<file path="src/rtl/stack_ctrl_if.sv">
// Stack control bus: request/response signals between the requester,
// the SP register and the byte-wide data memory.
//   slave  : sequencer side (stack_ctrl)
//   master : environment side (requester, SP register, memory)
// Requests  : PUSH, POP, DATA_IN
// SP reg    : SP_Q (in), SP_D / SP_ENA (out)
// Memory    : MEM_ADDR, MEM_WDATA, MEM_WE, MEM_RE (out), MEM_RDATA (in)
// Status    : DATA_OUT, BUSY, DONE, OVF, UNF
interface stack_ctrl_if;
    logic        PUSH;
    logic        POP;
    logic [15:0] DATA_IN;
    logic [15:0] SP_Q;
    logic [7:0]  MEM_RDATA;
    logic [15:0] SP_D;
    logic        SP_ENA;
    logic [15:0] MEM_ADDR;
    logic [7:0]  MEM_WDATA;
    logic        MEM_WE;
    logic        MEM_RE;
    logic [15:0] DATA_OUT;
    logic        BUSY;
    logic        DONE;
    logic        OVF;
    logic        UNF;

    modport slave (
        input  PUSH, POP, DATA_IN, SP_Q, MEM_RDATA,
        output SP_D, SP_ENA, MEM_ADDR, MEM_WDATA, MEM_WE, MEM_RE,
        output DATA_OUT, BUSY, DONE, OVF, UNF
    );

    modport master (
        output PUSH, POP, DATA_IN, SP_Q, MEM_RDATA,
        input  SP_D, SP_ENA, MEM_ADDR, MEM_WDATA, MEM_WE, MEM_RE,
        input  DATA_OUT, BUSY, DONE, OVF, UNF
    );
endinterface

</file>
<file path="src/rtl/stack_ctrl.sv">
// Stack control sequencer. Splits 16-bit PUSH/POP requests into two byte
// transfers on an 8-bit memory port and drives the load inputs of the
// downward-growing stack pointer register (SP == 0 means empty, SP points
// at the low byte of the top word).
// Ports:
//   CLK  - clock, all state updates on the rising edge
//   RST  - synchronous active-high reset
//   bus  - stack_ctrl_if.slave (requests, SP register load, memory port, status)
//
// state  | meaning
// IDLE   | waiting for PUSH/POP; rejected requests pulse OVF/UNF here
// PUSH_H | write high byte to sp_base-1
// PUSH_L | write low byte to sp_base-2, load SP with sp_base-2
// POP_L  | read low byte from sp_base
// POP_H  | read high byte from sp_base+1, load SP with sp_base+2
// FIN    | DONE pulse, return to IDLE
module stack_ctrl #(
    parameter logic [15:0] STACK_LIMIT = 16'hFF00
) (
    input  logic        CLK,
    input  logic        RST,
    stack_ctrl_if.slave bus
);

    typedef enum logic [2:0] {
        IDLE   = 3'd0,
        PUSH_H = 3'd1,
        PUSH_L = 3'd2,
        POP_L  = 3'd3,
        POP_H  = 3'd4,
        FIN    = 3'd5
    } state_t;

    // A push needs two free bytes at or above STACK_LIMIT.
    localparam logic [15:0] LIMIT_P2 = STACK_LIMIT + 16'd2;

    state_t      state_q, state_d;
    logic [15:0] hold_q, hold_d;
    logic [15:0] sp_base_q, sp_base_d;
    logic [15:0] data_out_q, data_out_d;
    logic [15:0] sp_d_q, sp_d_d;
    logic        ovf_q, ovf_d;
    logic        unf_q, unf_d;

    logic [15:0] mem_addr;
    logic [7:0]  mem_wdata;
    logic        mem_we;
    logic        mem_re;
    logic        sp_ena;

    always_ff @(posedge CLK) begin
        if (RST) begin
            state_q    <= IDLE;
            hold_q     <= '0;
            sp_base_q  <= '0;
            data_out_q <= '0;
            sp_d_q     <= '0;
            ovf_q      <= 1'b0;
            unf_q      <= 1'b0;
        end else begin
            state_q    <= state_d;
            hold_q     <= hold_d;
            sp_base_q  <= sp_base_d;
            data_out_q <= data_out_d;
            sp_d_q     <= sp_d_d;
            ovf_q      <= ovf_d;
            unf_q      <= unf_d;
        end
    end

    always_comb begin
        state_d    = state_q;
        hold_d     = hold_q;
        sp_base_d  = sp_base_q;
        data_out_d = data_out_q;
        sp_d_d     = sp_d_q;
        ovf_d      = 1'b0;
        unf_d      = 1'b0;
        mem_addr   = '0;
        mem_wdata  = '0;
        mem_we     = 1'b0;
        mem_re     = 1'b0;
        sp_ena     = 1'b0;

        case (state_q)
            IDLE: begin
                if (bus.PUSH) begin
                    // SP == 0 is the empty stack, which always has room.
                    if (bus.SP_Q != 16'h0000 && bus.SP_Q < LIMIT_P2) begin
                        ovf_d = 1'b1;
                    end else begin
                        hold_d    = bus.DATA_IN;
                        sp_base_d = bus.SP_Q;
                        state_d   = PUSH_H;
                    end
                end else if (bus.POP) begin
                    if (bus.SP_Q == 16'h0000) begin
                        unf_d = 1'b1;
                    end else begin
                        sp_base_d = bus.SP_Q;
                        state_d   = POP_L;
                    end
                end
            end
            PUSH_H: begin
                mem_addr  = sp_base_q - 16'd1;
                mem_wdata = hold_q[15:8];
                mem_we    = 1'b1;
                state_d   = PUSH_L;
            end
            PUSH_L: begin
                mem_addr  = sp_base_q - 16'd2;
                mem_wdata = hold_q[7:0];
                mem_we    = 1'b1;
                sp_d_d    = sp_base_q - 16'd2;
                sp_ena    = 1'b1;
                state_d   = FIN;
            end
            POP_L: begin
                mem_addr         = sp_base_q;
                mem_re           = 1'b1;
                data_out_d[7:0]  = bus.MEM_RDATA;
                state_d          = POP_H;
            end
            POP_H: begin
                mem_addr         = sp_base_q + 16'd1;
                mem_re           = 1'b1;
                data_out_d[15:8] = bus.MEM_RDATA;
                sp_d_d           = sp_base_q + 16'd2;
                sp_ena           = 1'b1;
                state_d          = FIN;
            end
            FIN: begin
                state_d = IDLE;
            end
            default: begin
                state_d = IDLE;
            end
        endcase
    end

    // SP_D shows the new pointer during the load cycle and holds it afterwards.
    assign bus.SP_D      = sp_d_d;
    assign bus.SP_ENA    = sp_ena;
    assign bus.MEM_ADDR  = mem_addr;
    assign bus.MEM_WDATA = mem_wdata;
    assign bus.MEM_WE    = mem_we;
    assign bus.MEM_RE    = mem_re;
    assign bus.DATA_OUT  = data_out_q;
    assign bus.BUSY      = (state_q != IDLE);
    assign bus.DONE      = (state_q == FIN);
    assign bus.OVF       = ovf_q;
    assign bus.UNF       = unf_q;

endmodule

</file>
<file path="src/flat_wrapper.sv">
// flat-port wrapper written by rule: the top's interface ports become plain ports
module stack_ctrl_flat 
#(
    parameter logic [15:0] STACK_LIMIT = 16'hFF00
)
  (CLK, RST, bus_PUSH, bus_POP, bus_DATA_IN, bus_SP_Q, bus_MEM_RDATA, bus_SP_D, bus_SP_ENA, bus_MEM_ADDR, bus_MEM_WDATA, bus_MEM_WE, bus_MEM_RE, bus_DATA_OUT, bus_BUSY, bus_DONE, bus_OVF, bus_UNF);
  stack_ctrl_if bus_i ();
  input  logic CLK;
  input  logic RST;
  input wire logic [$bits(bus_i.PUSH)-1:0] bus_PUSH;
  input wire logic [$bits(bus_i.POP)-1:0] bus_POP;
  input wire logic [$bits(bus_i.DATA_IN)-1:0] bus_DATA_IN;
  input wire logic [$bits(bus_i.SP_Q)-1:0] bus_SP_Q;
  input wire logic [$bits(bus_i.MEM_RDATA)-1:0] bus_MEM_RDATA;
  output wire logic [$bits(bus_i.SP_D)-1:0] bus_SP_D;
  output wire logic [$bits(bus_i.SP_ENA)-1:0] bus_SP_ENA;
  output wire logic [$bits(bus_i.MEM_ADDR)-1:0] bus_MEM_ADDR;
  output wire logic [$bits(bus_i.MEM_WDATA)-1:0] bus_MEM_WDATA;
  output wire logic [$bits(bus_i.MEM_WE)-1:0] bus_MEM_WE;
  output wire logic [$bits(bus_i.MEM_RE)-1:0] bus_MEM_RE;
  output wire logic [$bits(bus_i.DATA_OUT)-1:0] bus_DATA_OUT;
  output wire logic [$bits(bus_i.BUSY)-1:0] bus_BUSY;
  output wire logic [$bits(bus_i.DONE)-1:0] bus_DONE;
  output wire logic [$bits(bus_i.OVF)-1:0] bus_OVF;
  output wire logic [$bits(bus_i.UNF)-1:0] bus_UNF;
  assign bus_i.PUSH = bus_PUSH;
  assign bus_i.POP = bus_POP;
  assign bus_i.DATA_IN = bus_DATA_IN;
  assign bus_i.SP_Q = bus_SP_Q;
  assign bus_i.MEM_RDATA = bus_MEM_RDATA;
  assign bus_SP_D = bus_i.SP_D;
  assign bus_SP_ENA = bus_i.SP_ENA;
  assign bus_MEM_ADDR = bus_i.MEM_ADDR;
  assign bus_MEM_WDATA = bus_i.MEM_WDATA;
  assign bus_MEM_WE = bus_i.MEM_WE;
  assign bus_MEM_RE = bus_i.MEM_RE;
  assign bus_DATA_OUT = bus_i.DATA_OUT;
  assign bus_BUSY = bus_i.BUSY;
  assign bus_DONE = bus_i.DONE;
  assign bus_OVF = bus_i.OVF;
  assign bus_UNF = bus_i.UNF;
  stack_ctrl #(.STACK_LIMIT(STACK_LIMIT)) u_core (.CLK(CLK), .RST(RST), .bus(bus_i));
endmodule
</file>
<file path="config.mk">
export PLATFORM = sky130hd
export DESIGN_NAME = stack_ctrl_flat
export DESIGN_NICKNAME = d
export VERILOG_FILES = /design/src/rtl/stack_ctrl_if.sv /design/src/rtl/stack_ctrl.sv /design/src/flat_wrapper.sv
export SDC_FILE = /design/constraint.sdc
export NUM_CORES = 1
export LEC_CHECK = 0
export CORE_MARGIN = 3
export CORE_UTILIZATION = 35
export CTS_BUF_LIST = sky130_fd_sc_hd__clkbuf_4 sky130_fd_sc_hd__clkbuf_8 sky130_fd_sc_hd__clkbuf_16
export DETAILED_ROUTE_END_ITERATION = 16
export PLACE_DENSITY = 0.56
export SYNTH_ARGS = -nofsm -noshare
export SYNTH_HDL_FRONTEND = slang
export SYNTH_SLANG_ARGS = --single-unit
</file>
<file path="constraint.sdc">
create_clock -name CLK -period 7.22 [get_ports CLK]
set_input_delay 0.722 -clock CLK [delete_from_list [all_inputs] [get_ports CLK]]
set_output_delay 0.722 -clock CLK [all_outputs]
set_load 0.02 [all_outputs]
</file>
**Yosys cells after proc, flatten, opt, wreduce, memory -nomap -nowiden**

Cells that the tools add are included.

- Output and inout bits: 63
- Input bits: 44
- Word-level logic and storage cells: 58
- Register bits: 69

- Equality and inequality tests: 10
- Add/sub/neg operators: 4
- Reductions and logical operators: 14
- Muxes and demuxes: 17
- Bitwise logic cells: 4
- Order comparisons: 1

Operators with widths:

| operator | number |
|---|---|
| $mux 16 | 4 |
| $pmux 16 s4 | 1 |
| $pmux 16 s2 | 1 |
| $add 16x1->16 const B | 1 |
| $add 16x2->16 const B | 1 |
| $logic_not 16->1 | 1 |
| $lt 16x16->1 const B | 1 |
| $pmux 8 s2 | 1 |
| $reduce_bool 16->1 | 1 |
| $sub 16x1->16 const B | 1 |
| $sub 16x2->16 const B | 1 |
| $mux 3 | 4 |
| $pmux 3 s4 | 1 |
| $ne 3x3->1 const B | 3 |
| $eq 3x2->1 const B | 2 |
| $eq 3x3->1 const B | 2 |
| $reduce_and 3->1 | 2 |
| $reduce_or 2->1 | 3 |
| $mux 1 | 5 |
| $ne 2x2->1 const B | 2 |
| $not 1->1 | 4 |
| $reduce_and 4->1 | 1 |
| $reduce_or 4->1 | 1 |
| $eq 3x1->1 const B | 1 |
| other kinds (5) | 5 |

**Depth between registers and ports, before layout**

Gate-level depths: netlist (run 1).

- Word-level depth: 5
- Gate-level depth with buffers: 13
- Depth with buffers taken out: 10

**Worst setup path before layout (run 1)**

Ideal clock, no wire load.

- Path type: register to output
- Start: register u_core.state_q[0]
- End: output port bus_MEM_ADDR[15]
- Stages on the path, launching flop included: 14
- Path slack: 3.000 ns
- Required time: 6.498 ns
- Buffers on the path: 4
- Arrival: 3.498 ns
- Cells stage by stage: dfxtp_1 -> buf_4 -> clkinv_1 -> nand3b_1 -> buf_2 -> buf_1 -> ha_1 -> clkbuf_1 -> a21oi_1 -> o21ai_0 -> nor3b_1 -> a221o_1 -> a21oi_1 -> or4_1

- Cells in the longest elaborated chain, start to end: 2
- Elaborated cells on any way between the ends: 5
- Classes of those cells: 4 x eq/ne; 1 x mux

Ends and longest elaborated chain:

| what | RTL line | source |
|---|---|---|
| from (decl) | stack_ctrl.sv:37 | `state_t state_q, state_d;` |
| from (signal assigned) | stack_ctrl.sv:61 | `state_q <= state_d;` |
| $eq 3x3->1, or another cell as far along | stack_ctrl.sv:85 | `case (state_q)` |
| $pmux 16 s4 * | stack_ctrl.sv:85 |  |
| to (decl) | flat_wrapper.sv:17 | `output wire logic [$bits(bus_i.MEM_ADDR)-1:0] bus_MEM_ADDR;` |

Mark *: on every way between the ends. The rest lies on a longest branch, timed or not.

**Worst setup path in the final report (run 1)**

- Start: register u_core.state_q[0]
- End: output port bus_MEM_ADDR[13]

Same word-level chain as after synthesis.

==> results.cfg, run 1 <==
[sta]
rsz0062_at_grt = no
finClkSkew_ns = 0.00622
finalCritPeriodShare = 0.734
slew_headroom = 0.244
hold_viol = 0
worst_slew_pin_slew_ns = 1.13
setup_tns_ns = 0
slew_violations = 0
period_needed_ns = 5.30
max_freq_mhz = 189
setup_viol = 0

[cells_and_area]
nNetsFinal = 722
drive_gt1_frac = 0.0558
area_growth_pct = 30.2
diodes = 0
design_area_um2 = 6040
final_util = 0.473
fillers = 1263

[setup_path]
crit_chain = clkinv_1, nand3b_1, buf_4, ha_1, o211ai_1, o21a_1, o21ai_0, a31oi_1, and3_1, or3_1, clkdlybuf4s50_1
r2r_cells = 6
crit_fanout = 38
crit_path_top_delay_cell = dfxtp_1
path_class = reg2out
cp.depth = 11
slowest_delay_ns = 0.75
worstPathArrival_ns = 4.58
crit_buf_inv = 3
cp.required_ns = 6.50
cp-start-kind = flop
crit_family = buffers and inverters
end_kind = output port

[global_routing]
grt_max_degree = 83
overflow = 0
gr-usage-met1 = 0.275
grt_use_met3 = 0.0480
grt_pass1_wl_um = 23500
antenna_found_initial = 0
grt_use_total = 0.202
grt_pass1_vias = 4326
grt-busiest-layer = met2
grt_use_met2 = 0.306

[power]
vdd_drop_max_mv = 0.112
cellPowerDensity_nw_per_um2 = 242
p_leak_nw = 2.28

[hold_path]
hold_path_depth = 2
hp-class = reg2reg

[detailed_routing]
antenna_left = 0
wl_per_cell_um = 18.0
drt-pass1-iter-count = 4
drc = 0
vias_per_cell = 5.56
drt-initial-drc-count = 349
wirelength_um = 15000
vias = 4645

[floorplan]
die_area_um2 = 14700
start_util = 0.363
io_pins = 107
fp.dieW_um = 121
core.rowCount = 41
die-height_um = 121
core_um2 = 12800

[clocking]
clkTransAtPathRegs_ns = 0.06
cts_buffers = 9
cts_buffer_depth = 2
cts_resized = 0
clock_sinks = 69
cts_setup_buffers = 0
cts_root_buf = clkbuf_16
cts_tree = yes
hold_buffers = 0
h-tree-depth = 3
clock_latency_ns = 0.34

[job]
drv_cap = 0

[synth]
yosysWarnings = 0
synth-edff-count = 0
syn_area_um2 = 4640
yosys_most_used_dff = dfxtp_1
syn_inst = 581
ys_async_sr_fraction = 0
ys_types = 71
syn_nets = 645
ys_seq_elements = 69
synth.avg_cell_area_um2 = 7.99
synth-seq-area-share = 0.298

[placed_design]
placed_cell_area_um2 = 5750
numPortBuffers = 106
place.gp.congestion = 0.936
dp.final_hpwl_um = 10900

[outcome]
status = finished clean
[area by class of cell]
cell class,count,area [um^2],area share
multi-input combinational,455,3010,0.498
sequential,69,1380,0.229
timing repair buffer,111,1090,0.181
clock buffer,10,233,0.0385
tap,172,215,0.0356
clock inverter,6,63.8,0.0106
inverter,12,45.0,0.00745
[synthesized netlist by cell type, drive strengths merged (10+ instances only)]
cell type	number	area share
o21ai	33	0.036
nand2b	14	0.019
buf	17	0.022
nand2	62	0.050
nor4	11	0.015
nor3	12	0.015
clkbuf	28	0.023
dfxtp	69	0.30
ha	19	0.051
nand3	10	0.012
inv	11	0.0089
mux2i	18	0.039
nor2	48	0.039
a22oi	14	0.023
xnor2	21	0.040
nand4b	16	0.030
a21oi	45	0.049
xor2	16	0.030
nor2b	16	0.022
[report_power, final]
part	internal (W)	total, W	leakage, nW	switching [W]
Clock	0.000271	0.000445	0.142	0.000175
Sequential	0.000403	0.000439	0.560	0.0000361
Combinational	0.000260	0.000576	1.58	0.000316
Total	0.000933	0.00146	2.28	0.000527
[through the flow]
stage          setup WS [ns]  instances  power, W  hold slack (ns)
3_5_place_dp            2.31        819   0.00102            0.446
5_1_grt                 1.58        835   0.00154            0.476
3_3_place_gp            2.44        819   0.00102            0.444
4_1_cts                 1.93        835   0.00147            0.455
6_report                1.92        835   0.00146            0.454
2_1_floorplan           3.00        581  0.000810            0.464
[cells in the final DEF, fill, tap and decap left out, types with 6 or more instances in the layout]
master,n
ha_1,19
dfxtp_1,69
xor2_1,16
nor4_1,11
o21ai_0,32
nand3_1,9
nor3_1,10
clkbuf_16,9
nand4b_1,16
xnor2_1,21
mux2i_1,18
inv_1,10
a221o_1,7
nand2_1,62
a21oi_1,45
o22ai_1,7
clkdlybuf4s50_1,105
nor2b_1,16
a21o_1,6
nand2b_1,14
nor2_1,47
a22oi_1,14
o31ai_1,6
nand4_1,6
[worst reg2reg max path, stage by stage (launching register included)]
cell and delay (ns):
dfxtp_1 0.75, clkinv_1 0.47, nand3b_1 0.25, inv_2 0.24, nor2_1 0.94, mux2_2 0.43
nor2b_1 0.13
[state kept, by name, indices dropped and copies added (netlist names)]
register,count
u_core.bus.DATA_OUT,16
u_core.hold_q,16
u_core.sp_base_q,16
u_core.sp_d_q,16
u_core.state_q,3
u_core.bus.OVF,1
u_core.bus.UNF,1
[layer usage]
layer | vias up | wire length (um)
met5 | - | 0
met4 | 0 | 386
met3 | 23 | 1030
met2 | 168 | 6760
met1 | 2184 | 6830
li1 | 2270 | -
[logic make-up (layout without fill, tap and decap cells)]
family / Yosys count / in the layout / share of synthesized area
AO/OA/AOI/OAI: 156 / 156 / 0.223
XOR/XNOR: 37 / 37 / 0.0698
adder cells (fa/ha/maj): 20 / 20 / 0.0555
buffers and inverters: 57 / 139 / 0.0547
flip-flops: 69 / 69 / 0.298
multiplexers: 19 / 19 / 0.0413
AND/OR/NAND/NOR: 223 / 223 / 0.258
[worst paths after layout]
path                                                end  slack (ns)                     from
worst min-delay path            u_core.bus.DATA_OUT[10]        0.45  u_core.bus.DATA_OUT[10]
worst max-delay path                   bus_MEM_ADDR[13]        1.92        u_core.state_q[0]
worst min register to register  u_core.bus.DATA_OUT[10]        0.45  u_core.bus.DATA_OUT[10]
worst max register to register         u_core.sp_d_q[0]        3.88        u_core.state_q[0]
No activity file was read; power rests on OpenSTA's default activity.
==> run 2: changes to the inputs <==
Settings changed: PLACE_DENSITY 0.56 to 0.59.
Clock period 7.22 ns to 4.62 ns, I/O delays scaled along.
==> run 2 against run 1 <==
  * Critical path depth shrank 3
  * Cell area grew 1.2%
  * Highest routed layer unchanged
  * Clock-buffer cell count is the same
  * Sequential power grew 53%
  * Clock power grew 70%
  * Worst hold slack gained 0.00097 ns
  * Utilization grew 0.58 points
  * Die area is the same
  * Combinational power grew 61%
==> results.cfg, run 2 (synthesis results as in run 1) <==
[outcome]
status = finished clean

[clocking]
cts_resized = 0
cts_buffers = 9
cts_setup_buffers = 0
cts_buffer_depth = 2
clock_latency_ns = 0.35
cts_tree = yes
clkTransAtPathRegs_ns = 0.06
cts_root_buf = clkbuf_16
hold_buffers = 0
clock_sinks = 69
h-tree-depth = 3

[global_routing]
grt_max_degree = 83
grt_use_met2 = 0.334
grt_pass1_wl_um = 24500
grt_use_met3 = 0.0573
antenna_found_initial = 0
gr-usage-met1 = 0.275
grt_use_total = 0.211
grt-busiest-layer = met2
grt_pass1_vias = 4569
overflow = 0

[setup_path]
crit_chain = inv_1, ha_1, nor3b_1, nand3_1, nor4_1, nor4bb_1, or4_1, clkdlybuf4s50_1
crit_path_top_delay_cell = clkdlybuf4s50_1
crit_fanout = 11
path_class = reg2out
slowest_delay_ns = 0.55
end_kind = output port
crit_family = simple AND/OR/NAND/NOR gates
worstPathArrival_ns = 3.75
cp.required_ns = 4.16
cp-start-kind = flop
crit_buf_inv = 2

[cells_and_area]
fin_cells = 841
final_cell_mix = 105 x clkdlybuf4s50_1, 69 x dfxtp_1, 62 x nand2_1
area_growth_pct = 31.8
drive_gt1_frac = 0.0643
diodes = 0
layout_commonest_cell = clkdlybuf4s50_1
nNetsFinal = 728

[placed_design]
numPortBuffers = 106
dp.final_hpwl_um = 11100
post-place-ws_ns = 0.801
dp_cells = 825
place.gp.congestion = 0.902

[sta]
worst_slew_pin_slew_ns = 1.03
finalCritPeriodShare = 0.912
period_needed_ns = 4.21
slew_violations = 0
slew_headroom = 0.313
rsz0062_at_grt = no
setup_viol = 0
worst_slack_ns = 0.406
max_freq_mhz = 237
hold_viol = 0
finClkSkew_ns = 0.00696
setup_tns_ns = 0

[detailed_routing]
drt-pass1-iter-count = 5
vias = 4661
drc = 0
drt-initial-drc-count = 303
vias_per_cell = 5.54
wl_per_cell_um = 18.3
antenna_left = 0
wirelength_um = 15400

[floorplan]
die_area_um2 = 14700
fp.dieW_um = 121
core_um2 = 12800
core.rowCount = 41
die-height_um = 121
start_util = 0.363
io_pins = 107

[power]
power_w = 0.00235
p_leak_nw = 2.32
vdd_drop_max_mv = 0.286
cellPowerDensity_nw_per_um2 = 385

[hold_path]
hp-class = reg2reg

[job]
drv_cap = 0
run 2: cell types whose count changed in the layout (fill, tap and decap cells not counted):
cell	delta
buf_4	+6
bufinv_16	+1
clkbuf_4	-1
clkbuf_8	+1
clkinvlp_4	-1
run 2: final cells by class:
type                    count  area, um^2
flip-flops and latches     69        1380
clock inverters             6        86.3
well taps                 172         215
repair buffers            117        1140
fillers                  1267        6660
clock buffers              10         239
inverters                  12        45.0
multi-input cells         455        3010
run 2: path summary, 6_finish.rpt:
kind	cells past startpoint	end	start	slack, ns
setup / recovery	8	bus_MEM_ADDR[15]	u_core.sp_base_q[1]	0.41
hold / removal	2	u_core.bus.DATA_OUT[5]	u_core.bus.DATA_OUT[5]	0.45
hold reg to reg	2	u_core.bus.DATA_OUT[5]	u_core.bus.DATA_OUT[5]	0.45
setup reg to reg	8	u_core.sp_d_q[15]	u_core.sp_base_q[1]	1.82
run 2: per-layer routing:
metal	vias to the layer above	wire (um)
met2	143	7140
met5	-	0
met1	2217	7030
met3	25	881
met4	0	308
li1	2276	-
run 2: worst reg2reg max path: stages (launching register included):
cell and delay [ns]:
dfxtp_1 0.49, inv_1 0.20, ha_1 0.27, nor3b_1 0.41
nand3_1 0.35, or4_1 0.56, a2bb2oi_1 0.23, a21o_1 0.12
nor2b_1 0.11
run 2: metrics by stage:
step	hold WS [ns]	utilization	cell area, um^2
finish	0.455	0.479	6120
global route	0.480	0.479	6120
CTS	0.459	0.479	6120
detailed placement	0.452	0.453	5790
global placement	0.444	0.453	5790
floorplan	0.464	-	4640
run 2: power breakdown:
part           total [W]  internal, W  switching (W)
logic           0.000927     0.000412       0.000515
clock network   0.000756     0.000486       0.000270
registers       0.000670     0.000629      0.0000411
total            0.00235      0.00153       0.000826
==> RTL change 1 (flow settings as in run 1) <==
Take the reset off `hold_q` and `data_out_q` and load them in a clocked block of their own.
--- a/src/rtl/stack_ctrl.sv
+++ b/src/rtl/stack_ctrl.sv
@@ -53,5 +53,3 @@
             state_q    <= IDLE;
-            hold_q     <= '0;
             sp_base_q  <= '0;
-            data_out_q <= '0;
             sp_d_q     <= '0;
@@ -61,5 +59,3 @@
             state_q    <= state_d;
-            hold_q     <= hold_d;
             sp_base_q  <= sp_base_d;
-            data_out_q <= data_out_d;
             sp_d_q     <= sp_d_d;
@@ -68,2 +64,7 @@
         end
+    end
+
+    always_ff @(posedge CLK) begin
+        hold_q     <= hold_d;
+        data_out_q <= data_out_d;
     end
Check against the original RTL: differs if RST is asserted again (counterexample within 4 cycles, from zero or initial values and one cycle with RST high); with RST held inactive, the same outputs for 10 cycles.
==> RTL change 1 against run 1 <==
Sequential cell count stayed put. Worst setup slack better by 0.14 ns. Hold slack better by 0.011 ns. Via count is 19% lower. Clock power is 5.6% higher. Largest power group unchanged. Total power is 4.8% higher. Maximum frequency is 2.7% higher. Cell area is 6.1% lower. Wire length is 21% lower. Synthesized area is 8.6% lower. Largest cell class unchanged. Combinational power is 3% higher. Cell count is 16% lower. Sequential share of layout area is 7.1 points higher. Count of clock-buffer cells in the layout is 1 lower.
==> RTL change 1: results (changes against run 1) <==
- Outcome: completed (unchanged)
- Synth Area in Compound Gates: 0.186 (was 0.223)
- Seq/Total Area, Yosys: 0.401 (was 0.298)
- Routed WL: 11900 um (was 15000 um)
- Logic pwr share: 0.388 (was 0.395)
- Top fanout value on the critical path: 30 (was 38)
- Routed wl met3: 726 um (was 1030 um)
- DP Wirelength: 8970 um (was 10900 um)
- DRT met1 WL: 5480 um (was 6830 um)
- Number of nets in the layout: 616 (was 722)
- Setup Skew: 0.00976 ns (was 0.00622 ns)
- Largest net degree at the start of global routing: 36 (was 83)
- PwrDens: 270 nW/um2 (was 242 nW/um2)
- Post-synth EDFFs: 32 (was 0)
- Top post-synthesis cells by count: 46 x nor2_1, 37 x dfxtp_1, 34 x nand2_1, 32 x edfxtp_1, 28 x a21oi_1 (was 69 x dfxtp_1, 62 x nand2_1, 47 x nor2_1, 45 x a21oi_1, 32 x o21ai_0)
- Synth Net Count: 528 (was 645)
- Total leakage power: 2.17 nW (was 2.28 nW)
- GRT Total Usage: 0.179 (was 0.202)
- H-tree Lvls: 3 (unchanged)
- First-pass GRT wire length: 18900 um (was 23500 um)
- Crit-path max cell delay: 0.69 ns (was 0.75 ns)
- WL met2: 5500 um (was 6760 um)
- Share of layout cells above drive strength 1: 0.0503 (was 0.0558)
- Placed cell count: 684 (was 819)
- Number of global-route vias before repair: 3637 (was 4326)
- Adder-cell share of the synthesized area: 0.0607 (was 0.0555)
- Sequential Power: 467 uW (was 439 uW)
- Synth Instances: 464 (was 581)
- Maximum vdd drop: 0.102 mV (was 0.112 mV)
- Via count: 3782 (was 4645)
- Synth Area in XOR/XNOR: 0.0681 (was 0.0698)
- Gp weighted congestion: 0.933 (was 0.936)
- Mux cell area share after synthesis: 0.0425 (was 0.0413)
- Netlist cell types: 58 (was 71)
- Net Switching: 523 uW (was 527 uW)
[RTL change 1: per-stage QoR]
step	setup WS [ns]	hold WS, ns
detailed placement	2.46	0.463
global placement	2.54	0.453
CTS	2.09	0.471
finish	2.06	0.464
floorplan	3.37	0.440
global route	1.74	0.505
[RTL change 1: worst max-delay path, delay by kind of cell, from the launching register on]
family	cells	cell delay [ns]
buf+inv	3	1.21
simple gates	2	0.55
flops	1	0.69
fa+ha+maj	1	0.35
compound gates	6	1.29
[RTL change 1: cell type report]
class,count,area (um2)
fillers,1126,5940
multi-input cells,351,2340
flip-flops and latches,69,1700
repair buffers,111,1100
clock buffers,9,225
well taps,143,179
clock inverters,7,88.8
inverters,10,37.5
[RTL change 1: path summary, 6_finish.rpt]
| kind | start | to | slack [ns] |
|---|---|---|---|
| worst max-delay path | u_core.state_q[0]$_SDFFE_PP0P_ | bus_MEM_ADDR[15] | 2.06 |
| worst min register to register | u_core.sp_d_q[5]$_SDFF_PP0_ | u_core.sp_d_q[5]$_SDFF_PP0_ | 0.46 |
| worst max register to register | u_core.state_q[2]$_SDFFE_PP0P_ | u_core.sp_d_q[8]$_SDFF_PP0_ | 4.58 |
| worst min-delay path | u_core.sp_d_q[5]$_SDFF_PP0_ | u_core.sp_d_q[5]$_SDFF_PP0_ | 0.46 |
[RTL change 1: routing by layer]
| layer | GRT usage | vias up |
|---|---|---|
| met5 | 0 | - |
| met3 | 0.0389 | 16 |
| li1 | - | 1887 |
| met4 | 0.0549 | 0 |
| met1 | 0.241 | 1757 |
| met2 | 0.291 | 122 |
==> RTL change 2 (flow settings as in run 1) <==
Without the edit above. `STACK_LIMIT` is set to 16'hFF00 in 2 places; all go to 16'h7F80.
--- a/src/rtl/stack_ctrl.sv
+++ b/src/rtl/stack_ctrl.sv
@@ -17,3 +17,3 @@
 module stack_ctrl #(
-    parameter logic [15:0] STACK_LIMIT = 16'hFF00
+    parameter logic [15:0] STACK_LIMIT = 16'h7F80
 ) (
--- a/src/flat_wrapper.sv
+++ b/src/flat_wrapper.sv
@@ -3,3 +3,3 @@
 #(
-    parameter logic [15:0] STACK_LIMIT = 16'hFF00
+    parameter logic [15:0] STACK_LIMIT = 16'h7F80
 )
Function: changed (Yosys sat finds a counterexample within 4 cycles, from zero or initial values and one cycle with RST high).
==> RTL change 2 against run 1 <==
Wire length fell by 4.1%. Synthesized area up 4.3%. Clock power up 2%. Critical path depth fell by 1. Worst setup slack better by 0.011 ns. Register-to-register slack improved by 0.26 ns. Largest cell class unchanged. Cell area rose by 2.2%. Critical path type unchanged. Sequential cell count did not move. Total power increased by 19%.
==> RTL change 2: results (changes against run 1) <==
- M1 GR Usage: 0.247 (was 0.275)
- DR top layer: met4 (unchanged)
- DRT met1 WL: 6710 um (was 6830 um)
- Syn-to-layout area delta: 27.6% (was 30.2%)
- DP Wirelength: 10600 um (was 10900 um)
- Syn Area/Cell: 7.94 um2 (was 7.99 um2)
- Reg clk slew, reported paths: 0.05 ns
- DRT iter0 DRCs: 369 (was 349)
- Top post-synthesis cells by count: 70 x nand2_1, 69 x dfxtp_1, 60 x nor2_1, 43 x a21oi_1, 39 x mux2i_1 (was 69 x dfxtp_1, 62 x nand2_1, 47 x nor2_1, 45 x a21oi_1, 32 x o21ai_0)
- Port buffer count: 106 (unchanged)
- Slowest-stage cell, CP: or3b_2 (was dfxtp_1)
- Via density per instance: 5.39 (was 5.56)
- Clock root buffer master: clkbuf_16 (unchanged)
- Internal Dissipation: 1.07 mW (was 933 uW)
- Fillers: 1381 (was 1263)
- Delay-heaviest family, CP: compound AO/OA/AOI/OAI gates (was buffers and inverters)
- Maximum vdd drop: 0.120 mV (was 0.112 mV)
- Crit-path max cell delay: 0.85 ns (was 0.75 ns)
- PostCTS Resize Cnt: 0 (unchanged)
- Pre-CTS WS: 2.24 ns (was 2.31 ns)
- Outcome: completed (unchanged)
- Routed wl met3: 862 um (was 1030 um)
- Synth Net Count: 672 (was 645)
- GRT Total Usage: 0.187 (was 0.202)
- H-tree Lvls: 3 (unchanged)
- Global Route met2 Usage: 0.298 (was 0.306)
- Number of nets in the layout: 743 (was 722)
- Seq/Total Area, Yosys: 0.285 (was 0.298)
- First-pass detailed-route iteration total: 5 (was 4)
- Hold crit path type: reg2reg (unchanged)
- CTS buffer count: 9 (unchanged)
- Gp weighted congestion: 0.861 (was 0.936)
- Share of layout cells above drive strength 1: 0.0657 (was 0.0558)
- Slew @ Worst Pin: 0.993 ns (was 1.13 ns)
- Clock Latency Late Sink: 0.34 ns (about the same)
- Area contributors post-synth: dfxtp_1 29%, mux2i_1 8.1%, nand2_1 5.4%, ha_1 4.7%, nor2_1 4.7% (was dfxtp_1 30%, ha_1 5.1%, nand2_1 5.0%, a21oi_1 4.9%, xnor2_1 4.0%)
- Total leakage power: 2.40 nW (was 2.28 nW)
- Met3 Use GR: 0.0463 (was 0.0480)
- Avg WL per Cell: 16.7 um (was 18.0 um)
- First-pass GRT wire length: 22500 um (was 23500 um)
- Setup Skew: 0.00817 ns (was 0.00622 ns)
- Number of global-route vias before repair: 4478 (was 4326)
- Netlist cell types: 68 (was 71)
- Placed cell count: 845 (was 819)
- Antenna violations before repair: 0 (unchanged)
- Placed inst area: 5860 um2 (was 5750 um2)
- WL met2: 6560 um (was 6760 um)
- Via count: 4640 (was 4645)
- CP arrival: 4.57 ns (was 4.58 ns)
==> RTL change 2: changes by cell type after synthesis, moves of 9 or more <==
| cell | change |
|---|---|
| mux2i_1 | +21 |
| or2b_2 | +18 |
| o21ai_0 | -16 |
| nand4b_1 | -15 |
| nor2_1 | +13 |
| nand3_1 | +9 |
==> RTL change 2: final timing paths <==
kind,from,to,slack [ns],depth (start not counted)
worst max-delay path,u_core.state_q[0]$_SDFFE_PP0P_,bus_MEM_ADDR[11],1.93,10
worst max register to register,u_core.state_q[0]$_SDFFE_PP0P_,u_core.sp_d_q[4]$_SDFF_PP0_,4.14,7
worst min-delay path,u_core.bus.DATA_OUT[5]$_SDFFE_PP0P_,u_core.bus.DATA_OUT[5]$_SDFFE_PP0P_,0.46,2
worst min register to register,u_core.bus.DATA_OUT[5]$_SDFFE_PP0P_,u_core.bus.DATA_OUT[5]$_SDFFE_PP0P_,0.46,2
==> RTL change 2: cell type report <==
cell class | count | share of cell area
Tap cell | 176 | 0.0357
Sequential cell | 69 | 0.224
Timing Repair Buffer | 108 | 0.173
Clock buffer | 13 | 0.0434
Clock inverter | 3 | 0.00709
Multi-Input combinational cell | 481 | 0.510
Inverter | 11 | 0.00669
==> RTL change 2: power groups by stage <==
stage          Clock (mW)  Sequential (mW)  Combinational (mW)
6_report            0.456            0.474               0.803
5_1_grt             0.482            0.481               0.877
4_1_cts             0.470            0.474               0.804
3_5_place_dp            0            0.482               0.799
3_3_place_gp            0            0.481               0.796
2_1_floorplan           0            0.447               0.564
==> RTL change 2: logic make-up after synthesis <==
logic type / share of synthesized area
simple gates: 0.275
compound gates: 0.195
flops: 0.285
buf+inv: 0.0639
mux: 0.0807
xor+xnor: 0.0489
fa+ha+maj: 0.0507
